==> src/rtl/ssd_pkg.sv <==
// ---------------------------------------------------------------------------
// ssd_pkg
// Shared definitions for the PmodSSD scan controller: FSM state encoding,
// the all-off segment pattern and the hex -> seven-segment lookup table.
// Segment bit order is {g,f,e,d,c,b,a}, active-high.
// ---------------------------------------------------------------------------
package ssd_pkg;

  typedef enum logic [2:0] {
    ST_IDLE    = 3'd0,
    ST_SHOW_R  = 3'd1,
    ST_BLANK_R = 3'd2,
    ST_SHOW_L  = 3'd3,
    ST_BLANK_L = 3'd4
  } ssd_state_t;

  localparam logic [6:0] SEG_BLANK = 7'h00;

  // Element [n] is the pattern for hex digit n (leftmost literal is digit F).
  localparam logic [15:0][6:0] SEG_TABLE = {
    7'h71, 7'h79, 7'h5E, 7'h39, 7'h7C, 7'h77, 7'h6F, 7'h7F,
    7'h07, 7'h7D, 7'h6D, 7'h66, 7'h4F, 7'h5B, 7'h06, 7'h3F
  };

  function automatic logic [6:0] hex_to_seg(input logic [3:0] hex);
    return SEG_TABLE[hex];
  endfunction

endpackage

==> src/rtl/ssd_if.sv <==
// ---------------------------------------------------------------------------
// ssd_if
// Control/data bundle between the register core (master) and the scan
// controller (slave).
//   enable, brightness, value, value_valid : master -> slave
//   value_ready, seg, digit_sel,
//   frame_tick, busy                       : slave -> master
// ---------------------------------------------------------------------------
interface ssd_if #(
  parameter int BRIGHT_W = 4
);
  logic                enable;
  logic [BRIGHT_W-1:0] brightness;
  logic [7:0]          value;
  logic                value_valid;
  logic                value_ready;
  logic [6:0]          seg;
  logic                digit_sel;
  logic                frame_tick;
  logic                busy;

  modport master (
    output enable, brightness, value, value_valid,
    input  value_ready, seg, digit_sel, frame_tick, busy
  );

  modport slave (
    input  enable, brightness, value, value_valid,
    output value_ready, seg, digit_sel, frame_tick, busy
  );
endinterface

==> src/rtl/ssd_hex_decoder.sv <==
// ---------------------------------------------------------------------------
// ssd_hex_decoder
// Combinational 4-bit hex to 7-segment decoder.
//   i_hex : hex nibble
//   o_seg : {g,f,e,d,c,b,a}, active-high
// ---------------------------------------------------------------------------
module ssd_hex_decoder
  import ssd_pkg::*;
(
  input  logic [3:0] i_hex,
  output logic [6:0] o_seg
);
  assign o_seg = hex_to_seg(i_hex);
endmodule

==> src/rtl/ssd_scan_ctrl.sv <==
// ---------------------------------------------------------------------------
// ssd_scan_ctrl
// Scan/refresh controller for the two-digit PmodSSD display. One segment bus
// is time-multiplexed between the right (ones) and left (tens) digit, with a
// blank interval at the end of every slot against ghosting and PWM dimming
// while a digit is shown. New values arrive over a valid/ready handshake and
// only take effect on a frame boundary (or straight away while idle).
//   clk   : sole clock
//   reset : asynchronous, active-high
//   bus   : ssd_if slave (enable, brightness, value/valid/ready,
//           seg, digit_sel, frame_tick, busy)
//
// state      | meaning
// -----------+------------------------------------------------
// ST_IDLE    | display off, waiting for enable
// ST_SHOW_R  | right digit lit (PWM-gated)
// ST_BLANK_R | all segments off, digit_sel still right
// ST_SHOW_L  | left digit lit (PWM-gated)
// ST_BLANK_L | all segments off, last slot of the frame
// ---------------------------------------------------------------------------
module ssd_scan_ctrl
  import ssd_pkg::*;
#(
  parameter int REFRESH_DIV  = 100000,
  parameter int BLANK_CYCLES = 1000,
  parameter int BRIGHT_W     = 4
) (
  input  logic clk,
  input  logic reset,
  ssd_if.slave bus
);

  localparam int               CNT_W     = $clog2(REFRESH_DIV);
  localparam logic [CNT_W-1:0] SLOT_LAST = CNT_W'(REFRESH_DIV - 1);
  localparam logic [CNT_W-1:0] SHOW_LAST = CNT_W'(REFRESH_DIV - BLANK_CYCLES - 1);

  ssd_state_t          r_state;
  logic [CNT_W-1:0]    r_slot_cnt;
  logic [BRIGHT_W-1:0] r_pwm_cnt;
  logic [6:0]          r_seg;
  logic                r_digit_sel;
  logic [7:0]          r_disp;
  logic [7:0]          r_pend;
  logic                r_pend_full;

  logic                w_digit_sel_next;
  logic                w_show;
  logic                w_pwm_on;
  logic                w_frame_tick;
  logic                w_apply;
  logic                w_capture;
  logic [3:0]          w_nibble;
  logic [6:0]          w_seg_dec;

  assign w_digit_sel_next = (r_state == ST_SHOW_L) || (r_state == ST_BLANK_L);
  assign w_show           = (r_state == ST_SHOW_R) || (r_state == ST_SHOW_L);
  assign w_pwm_on         = (r_pwm_cnt <= bus.brightness);
  // Last cycle of the frame; an enable drop here aborts the frame instead.
  assign w_frame_tick     = (r_state == ST_BLANK_L) && (r_slot_cnt == SLOT_LAST) && bus.enable;
  // Applying needs pend_full=1 and capturing needs pend_full=0, so the two
  // can never coincide.
  assign w_apply          = r_pend_full && (w_frame_tick || (r_state == ST_IDLE));
  assign w_capture        = bus.value_valid && !r_pend_full;
  assign w_nibble         = w_digit_sel_next ? r_disp[7:4] : r_disp[3:0];

  ssd_hex_decoder u_dec (
    .i_hex (w_nibble),
    .o_seg (w_seg_dec)
  );

  always_ff @(posedge clk or posedge reset) begin
    if (reset) begin
      r_state     <= ST_IDLE;
      r_slot_cnt  <= '0;
      r_seg       <= SEG_BLANK;
      r_digit_sel <= 1'b0;
    end else begin
      // Outputs follow the current state one cycle later, so digit_sel only
      // moves in the cycle where seg is already blank from the BLANK slot.
      r_seg       <= (w_show && w_pwm_on) ? w_seg_dec : SEG_BLANK;
      r_digit_sel <= w_digit_sel_next;

      if ((r_state != ST_IDLE) && !bus.enable) begin
        r_state    <= ST_IDLE;
        r_slot_cnt <= '0;
      end else begin
        case (r_state)
          ST_IDLE: begin
            if (bus.enable) begin
              r_state    <= ST_SHOW_R;
              r_slot_cnt <= '0;
            end
          end
          ST_SHOW_R, ST_SHOW_L: begin
            if (r_slot_cnt == SHOW_LAST)
              r_state <= (r_state == ST_SHOW_R) ? ST_BLANK_R : ST_BLANK_L;
            r_slot_cnt <= r_slot_cnt + CNT_W'(1);
          end
          ST_BLANK_R, ST_BLANK_L: begin
            if (r_slot_cnt == SLOT_LAST) begin
              r_state    <= (r_state == ST_BLANK_R) ? ST_SHOW_L : ST_SHOW_R;
              r_slot_cnt <= '0;
            end else begin
              r_slot_cnt <= r_slot_cnt + CNT_W'(1);
            end
          end
          default: begin
            r_state    <= ST_IDLE;
            r_slot_cnt <= '0;
          end
        endcase
      end
    end
  end

  always_ff @(posedge clk or posedge reset) begin
    if (reset)
      r_pwm_cnt <= '0;
    else
      r_pwm_cnt <= r_pwm_cnt + BRIGHT_W'(1);
  end

  always_ff @(posedge clk or posedge reset) begin
    if (reset) begin
      r_disp      <= 8'h00;
      r_pend      <= 8'h00;
      r_pend_full <= 1'b0;
    end else if (w_apply) begin
      r_disp      <= r_pend;
      r_pend_full <= 1'b0;
    end else if (w_capture) begin
      r_pend      <= bus.value;
      r_pend_full <= 1'b1;
    end
  end

  assign bus.value_ready = !r_pend_full;
  assign bus.seg         = r_seg;
  assign bus.digit_sel   = r_digit_sel;
  assign bus.frame_tick  = w_frame_tick;
  assign bus.busy        = (r_state != ST_IDLE);

endmodule

==> src/flat_wrapper.sv <==
// flat-port wrapper written by rule: the top's interface ports become plain ports
module ssd_scan_ctrl_flat import ssd_pkg::*;
#(
  parameter int REFRESH_DIV  = 100000,
  parameter int BLANK_CYCLES = 1000,
  parameter int BRIGHT_W     = 4
)
  (clk, reset, bus_enable, bus_brightness, bus_value, bus_value_valid, bus_value_ready, bus_seg, bus_digit_sel, bus_frame_tick, bus_busy);
  ssd_if #(.BRIGHT_W(BRIGHT_W)) bus_i ();
  input  logic clk;
  input  logic reset;
  input wire logic [$bits(bus_i.enable)-1:0] bus_enable;
  input wire logic [$bits(bus_i.brightness)-1:0] bus_brightness;
  input wire logic [$bits(bus_i.value)-1:0] bus_value;
  input wire logic [$bits(bus_i.value_valid)-1:0] bus_value_valid;
  output wire logic [$bits(bus_i.value_ready)-1:0] bus_value_ready;
  output wire logic [$bits(bus_i.seg)-1:0] bus_seg;
  output wire logic [$bits(bus_i.digit_sel)-1:0] bus_digit_sel;
  output wire logic [$bits(bus_i.frame_tick)-1:0] bus_frame_tick;
  output wire logic [$bits(bus_i.busy)-1:0] bus_busy;
  assign bus_i.enable = bus_enable;
  assign bus_i.brightness = bus_brightness;
  assign bus_i.value = bus_value;
  assign bus_i.value_valid = bus_value_valid;
  assign bus_value_ready = bus_i.value_ready;
  assign bus_seg = bus_i.seg;
  assign bus_digit_sel = bus_i.digit_sel;
  assign bus_frame_tick = bus_i.frame_tick;
  assign bus_busy = bus_i.busy;
  ssd_scan_ctrl #(.REFRESH_DIV(REFRESH_DIV), .BLANK_CYCLES(BLANK_CYCLES), .BRIGHT_W(BRIGHT_W)) u_core (.clk(clk), .reset(reset), .bus(bus_i));
endmodule
==> config.mk <==
export PLATFORM = sky130hd
export DESIGN_NAME = ssd_scan_ctrl_flat
export DESIGN_NICKNAME = d
export VERILOG_FILES = /design/src/rtl/ssd_pkg.sv /design/src/rtl/ssd_if.sv /design/src/rtl/ssd_hex_decoder.sv /design/src/rtl/ssd_scan_ctrl.sv /design/src/flat_wrapper.sv
export SDC_FILE = /design/constraint.sdc
export NUM_CORES = 1
export LEC_CHECK = 0
export ABC_AREA = 0
export CELL_PAD_IN_SITES_DETAIL_PLACEMENT = 0
export CELL_PAD_IN_SITES_GLOBAL_PLACEMENT = 1
export CORE_AREA = 2 2 99 101
export DETAILED_ROUTE_END_ITERATION = 6
export DIE_AREA = 0 0 101 103
export HOLD_SLACK_MARGIN = 0.12
export PLACE_DENSITY = 0.64
export SYNTH_ARGS = -nofsm -noshare
export SYNTH_HDL_FRONTEND = slang
export SYNTH_HIERARCHICAL = 1
export SYNTH_SLANG_ARGS = --single-unit
==> constraint.sdc <==
create_clock -name clk -period 6.65 [get_ports clk]
set_clock_uncertainty 0.05 [all_clocks]
set_input_delay 1.33 -clock clk [delete_from_list [all_inputs] [get_ports clk]]
set_output_delay 1.33 -clock clk [all_outputs]
set_load 0.01 [all_outputs]
Word level (Yosys, flattened, before mapping)
Memory sizes are Yosys's and may differ from the RTL's.
Index checks and enable logic that the tools add are counted.
{"block": "op_classes", "n_lt_le_gt_ge": 2, "n_reduce_logical": 18, "muxes": 16, "n_bitwise": 1, "addsub": 2, "n_eq_ne": 9}
{"operator": "$mux 17", "count": 3}
{"operator": "$pmux 17 s3", "count": 1}
{"operator": "$eq 17x17->1 const B", "count": 2}
{"operator": "$add 17x1->17 const B", "count": 1}
{"operator": "$mux 3", "count": 5}
{"operator": "$mux 7", "count": 2}
{"operator": "$pmux 3 s3", "count": 1}
{"operator": "$eq 3x2->1 const B", "count": 2}
{"operator": "$logic_and 1x1->1", "count": 6}
{"operator": "$ne 3x1->1 const B", "count": 2}
{"operator": "$lt 4x5->1 const B", "count": 1}
{"operator": "$add 4x1->4 const B", "count": 1}
{"operator": "$le 4x4->1", "count": 1}
{"operator": "$mux 4", "count": 1}
{"operator": "$reduce_or 2->1", "count": 2}
{"operator": "$eq 3x1->1 const B", "count": 1}
{"operator": "$eq 3x3->1 const B", "count": 1}
{"operator": "$logic_not 3->1", "count": 1}
{"operator": "$logic_or 1x1->1", "count": 3}
{"operator": "$ne 3x3->1 const B", "count": 1}
{"operator": "$reduce_and 3->1", "count": 1}
{"operator": "$reduce_bool 3->1", "count": 1}
{"operator": "$logic_not 1->1", "count": 2}
{"operator": "$mux 1", "count": 2}
{"operator": "other kinds (4)", "count": 4}
{"block": "word_totals", "ff_bits": 49, "n_memories": 1, "input_bits": 16, "wordCells": 57, "romBits": 112}
{"memory": "(no name shown)", "words": 16, "word_bits": 7, "read_ports": 1, "rd_ports_with_merged_regs": 0, "wr": 0, "line": "ssd_pkg.sv:26", "source": "return SEG_TABLE[hex];"}

Depth between registers and ports, before layout
{"block": "logic_depth", "depth_word": 7, "ltp_mapped": 11}

Cells and area by module
The synthesis kept the hierarchy.
{"module": "ssd_scan_ctrl", "area_per_inst_um2": 2424.8, "instances": 1, "seq_area_each_um2": 1226.2, "cells_per_inst": 226}
{"module": "ssd_hex_decoder", "area_per_inst_um2": 290.3, "instances": 1, "seq_area_each_um2": 0.0, "cells_per_inst": 33}

Least setup slack after synthesis
OpenSTA, ideal clock, no wires.
{"block": "synth_timing", "path_kind": "input to output", "start": "input bus_enable", "end": "output bus_frame_tick", "required_time_ns": 5.270, "path_stages": 2, "slack_ns": 3.708, "arrival_ns": 1.562, "path_buffers": 0, "path_cell_list": "nand2_1 nor2_1"}
{"block": "synth_via", "elab_chain_len": 1}
{"element": "start: declaration", "line": "flat_wrapper.sv:12", "source": "input wire logic [$bits(bus_i.enable)-1:0] bus_enable;"}
{"element": "$logic_and 1x1->1", "line": "ssd_scan_ctrl.sv:59", "source": "assign w_frame_tick = (r_state == ST_BLANK_L) && (r_slot_cnt == SLOT_LAST) && bus.enable;"}
{"element": "end: declaration", "line": "flat_wrapper.sv:19", "source": "output wire logic [$bits(bus_i.frame_tick)-1:0] bus_frame_tick;"}
Every way passes these cells.

Final worst setup path
Ends and elaborated chain as after synthesis.

==> flow_summary.ini <==
[worst_setup_path]
startpoint_type = input pin
critPathMaxFanout = 6
worstSetupPathType = in2out
path_cells = clkdlybuf4s50_1 -> nand2_1 -> nor2_1 -> clkdlybuf4s50_1
cp_num_buf_inv = 2
critPathArrivalTime_ns = 2.68
cp_data_required_time_ns = 5.27
critPathSlowestCell = clkdlybuf4s50_1
cpPeakStageDelay_ns = 0.56
crit_family = buffers and inverters
cp-end-kind = output port
crit_top_cell = clkdlybuf4s50_1

[global_route]
grt-ovfl-total = 0
antenna_found_initial = 0
grt_use_total_pct = 10.9
grt_max_degree = 50
grt_pass1_vias = 1877
grt_pass1_wl_um = 9030

[timing]
setup_viol = 0
tns_ns = 0
timing.fmax_mhz = 246
tightestPinTransition_ns = 1.13
max_slew_margin_pct = 24.3
final.min_clock_period_ns = 4.06
period_share_pct = 61.1
rsz0062_at_grt = false
hold_viol_final = 0
slew_viol_final = 0

[clocking]
cts-root-buf = clkbuf_8
cts_setup_buffers = 0
clk_latency_ns = 0.31
cts_resized = 0
htreeDepth = 2
clock_path_buffers = 2
cts.sinks = 49
cts.clk_slew.worst_paths_ns = 0.09
cts_hold_buf = 0
cts_inserted_buffers = 5
cts_tree = done

[outcome]
status = finished, final reports clean

[layout]
drive_above_1_share_pct = 14.0
multi_input_area_sq_um = 1390
n_antenna_cell = 0
area_growth_pct = 17.0
fillers = 981
nNetsFinal = 315
seq_area_sq_um = 1230

[floorplanning]
die-area_sq_um = 10400
die_w_um = 101
dieHeight_um = 103
start_util_pct = 28.7
num_rows = 36
design.core.area_sq_um = 9460
io_pins = 27

[yosys]
syn_inst = 259
synth_common_cells = 49 x dfrtp_1, 31 x nand2_1, 15 x nor2_1
yosysMostFrequentCell = dfrtp_1
synth-simple-area-share_pct = 19.8
avgSynthCellArea_sq_um = 10.5
netlist_area_sq_um = 2720
synth_edf_count = 0
synth_xor_area_share_pct = 1.29
yosys_warnings = 6
synth_fp_nets = 289
ys_types = 50
synthFlopType = dfrtp_1
synth-seq-area-share_pct = 45.2
yosysTopAreaCellShare_pct = 45.2
synthAdderAreaFrac_pct = 6.45
synth_area_leaders = dfrtp_1 45%, ha_1 6.5%, mux2_2 5.8%
yosysTopAreaCell = dfrtp_1
muxShareOfSynthArea_pct = 12.9
synth_top_family_by_area = simple AND/OR/NAND/NOR gates
synthArstFlopShare_pct = 100
synth-compound-area-share_pct = 10.9
ys_seq_elements = 49

[power]
max-vdd-ir-drop_v = 0.000124
leakage_nw = 1.41
power.total_uw = 898
power_density_nw_per_um2 = 283

[route]
vias = 1911
drc_errors = 0
drtIter0Drc = 64
wl_per_cell_um = 13.2
drtPass1Iterations = 4
wl_um = 5280
via_per_inst = 4.78
antenna_left = 0

[placement]
gp_congestion = 0.721
portBuffers = 26
dpl.hpwl_um = 3680

[min_path]
worstHoldPathType = reg2reg

[flow_run]
cap_viol_max_count = 0
==> cell usage in the layout (no fill, tap or decap), drive strengths merged, types with 7 or more instances in the layout <==
cell / count
dfrtp: 49
nand2: 31
clkdlybuf4s50: 26
mux2: 23
inv: 16
nor2: 15
o21ai: 14
ha: 14
nand3: 13
a21oi: 7
==> final cells by class <==
type                    count  area share (%)
clock buffers               5            2.17
clock inverters             3           0.906
inverters                  13            1.54
multi-input cells         189            43.9
flip-flops and latches     49            38.6
well taps                 114            4.49
repair buffers             27            8.43
==> worst paths after layout <==
check / startpoint / endpoint / slack [ns] / cells after the start
worst min-delay path: u_core/r_pwm_cnt[3] / u_core/r_pwm_cnt[3] / 0.44 / 1
min in group asynchronous: reset / u_core/r_slot_cnt[0] / 1.53 / 2
max in group asynchronous: reset / u_core/r_disp[3] / 4.40 / 2
worst max register to register: u_core/r_state[0] / u_core/bus.seg[3] / 3.76 / 10
worst max-delay path: bus_enable / bus_frame_tick / 2.59 / 4
worst min register to register: u_core/r_pwm_cnt[3] / u_core/r_pwm_cnt[3] / 0.44 / 1
==> kinds of logic (layout without fill, tap and decap cells) <==
| family | after synthesis | count (layout) |
|---|---|---|
| compound gates | 44 | 44 |
| xor+xnor | 4 | 4 |
| fa+ha+maj | 14 | 14 |
| buf+inv | 21 | 48 |
| flops | 49 | 49 |
| mux | 27 | 27 |
| simple gates | 100 | 100 |
==> power breakdown <==
group	internal [mW]	switching, mW
clock network	0.0795	0.110
registers	0.357	0.0295
logic	0.180	0.141
==> registers in the layout (all words and copies together) (netlist names) <==
name / flops
u_core/bus.digit_sel: 1
u_core/bus.seg: 7
u_core/r_disp: 8
u_core/r_pend: 8
u_core/r_pend_full: 1
u_core/r_pwm_cnt: 4
u_core/r_slot_cnt: 17
u_core/r_state: 3
==> worst reg2reg max path: stages (launching register included) <==
cell     delay (ns)
dfrtp_1        0.46
nor2b_1        0.53
nand2_1        0.11
nand2_1        0.19
mux2_2         0.41
inv_1          0.14
ha_1           0.27
inv_1          0.06
mux4_1         0.47
nand2_1        0.07
nor2_1         0.04
==> per-stage QoR <==
| step | hold WS (ns) | cell area [sq um] | util, % | std cells | setup slack, ns |
|---|---|---|---|---|---|
| after floorplan | 0.390 | 2720 | - | 259 | 3.71 |
| after global placement | 0.422 | 3080 | 32.5 | 392 | 2.55 |
| after detailed placement | 0.425 | 3080 | 32.5 | 392 | 2.55 |
| after CTS | 0.443 | 3180 | 33.6 | 400 | 2.54 |
| after global routing | 0.481 | 3180 | 33.6 | 400 | 2.45 |
| final | 0.436 | 3180 | 33.6 | 400 | 2.59 |
==> per-layer routing <==
metal	track usage [%]	vias to the layer above	share of wire, %	wire, um
li1	-	981	-	-
met1	15.5	893	53	2810
met2	16.4	31	43	2270
met3	2.03	6	2.5	131
met4	4.05	0	1.2	65
met5	0	-	0	0
Power figures use the tool's default switching activity.
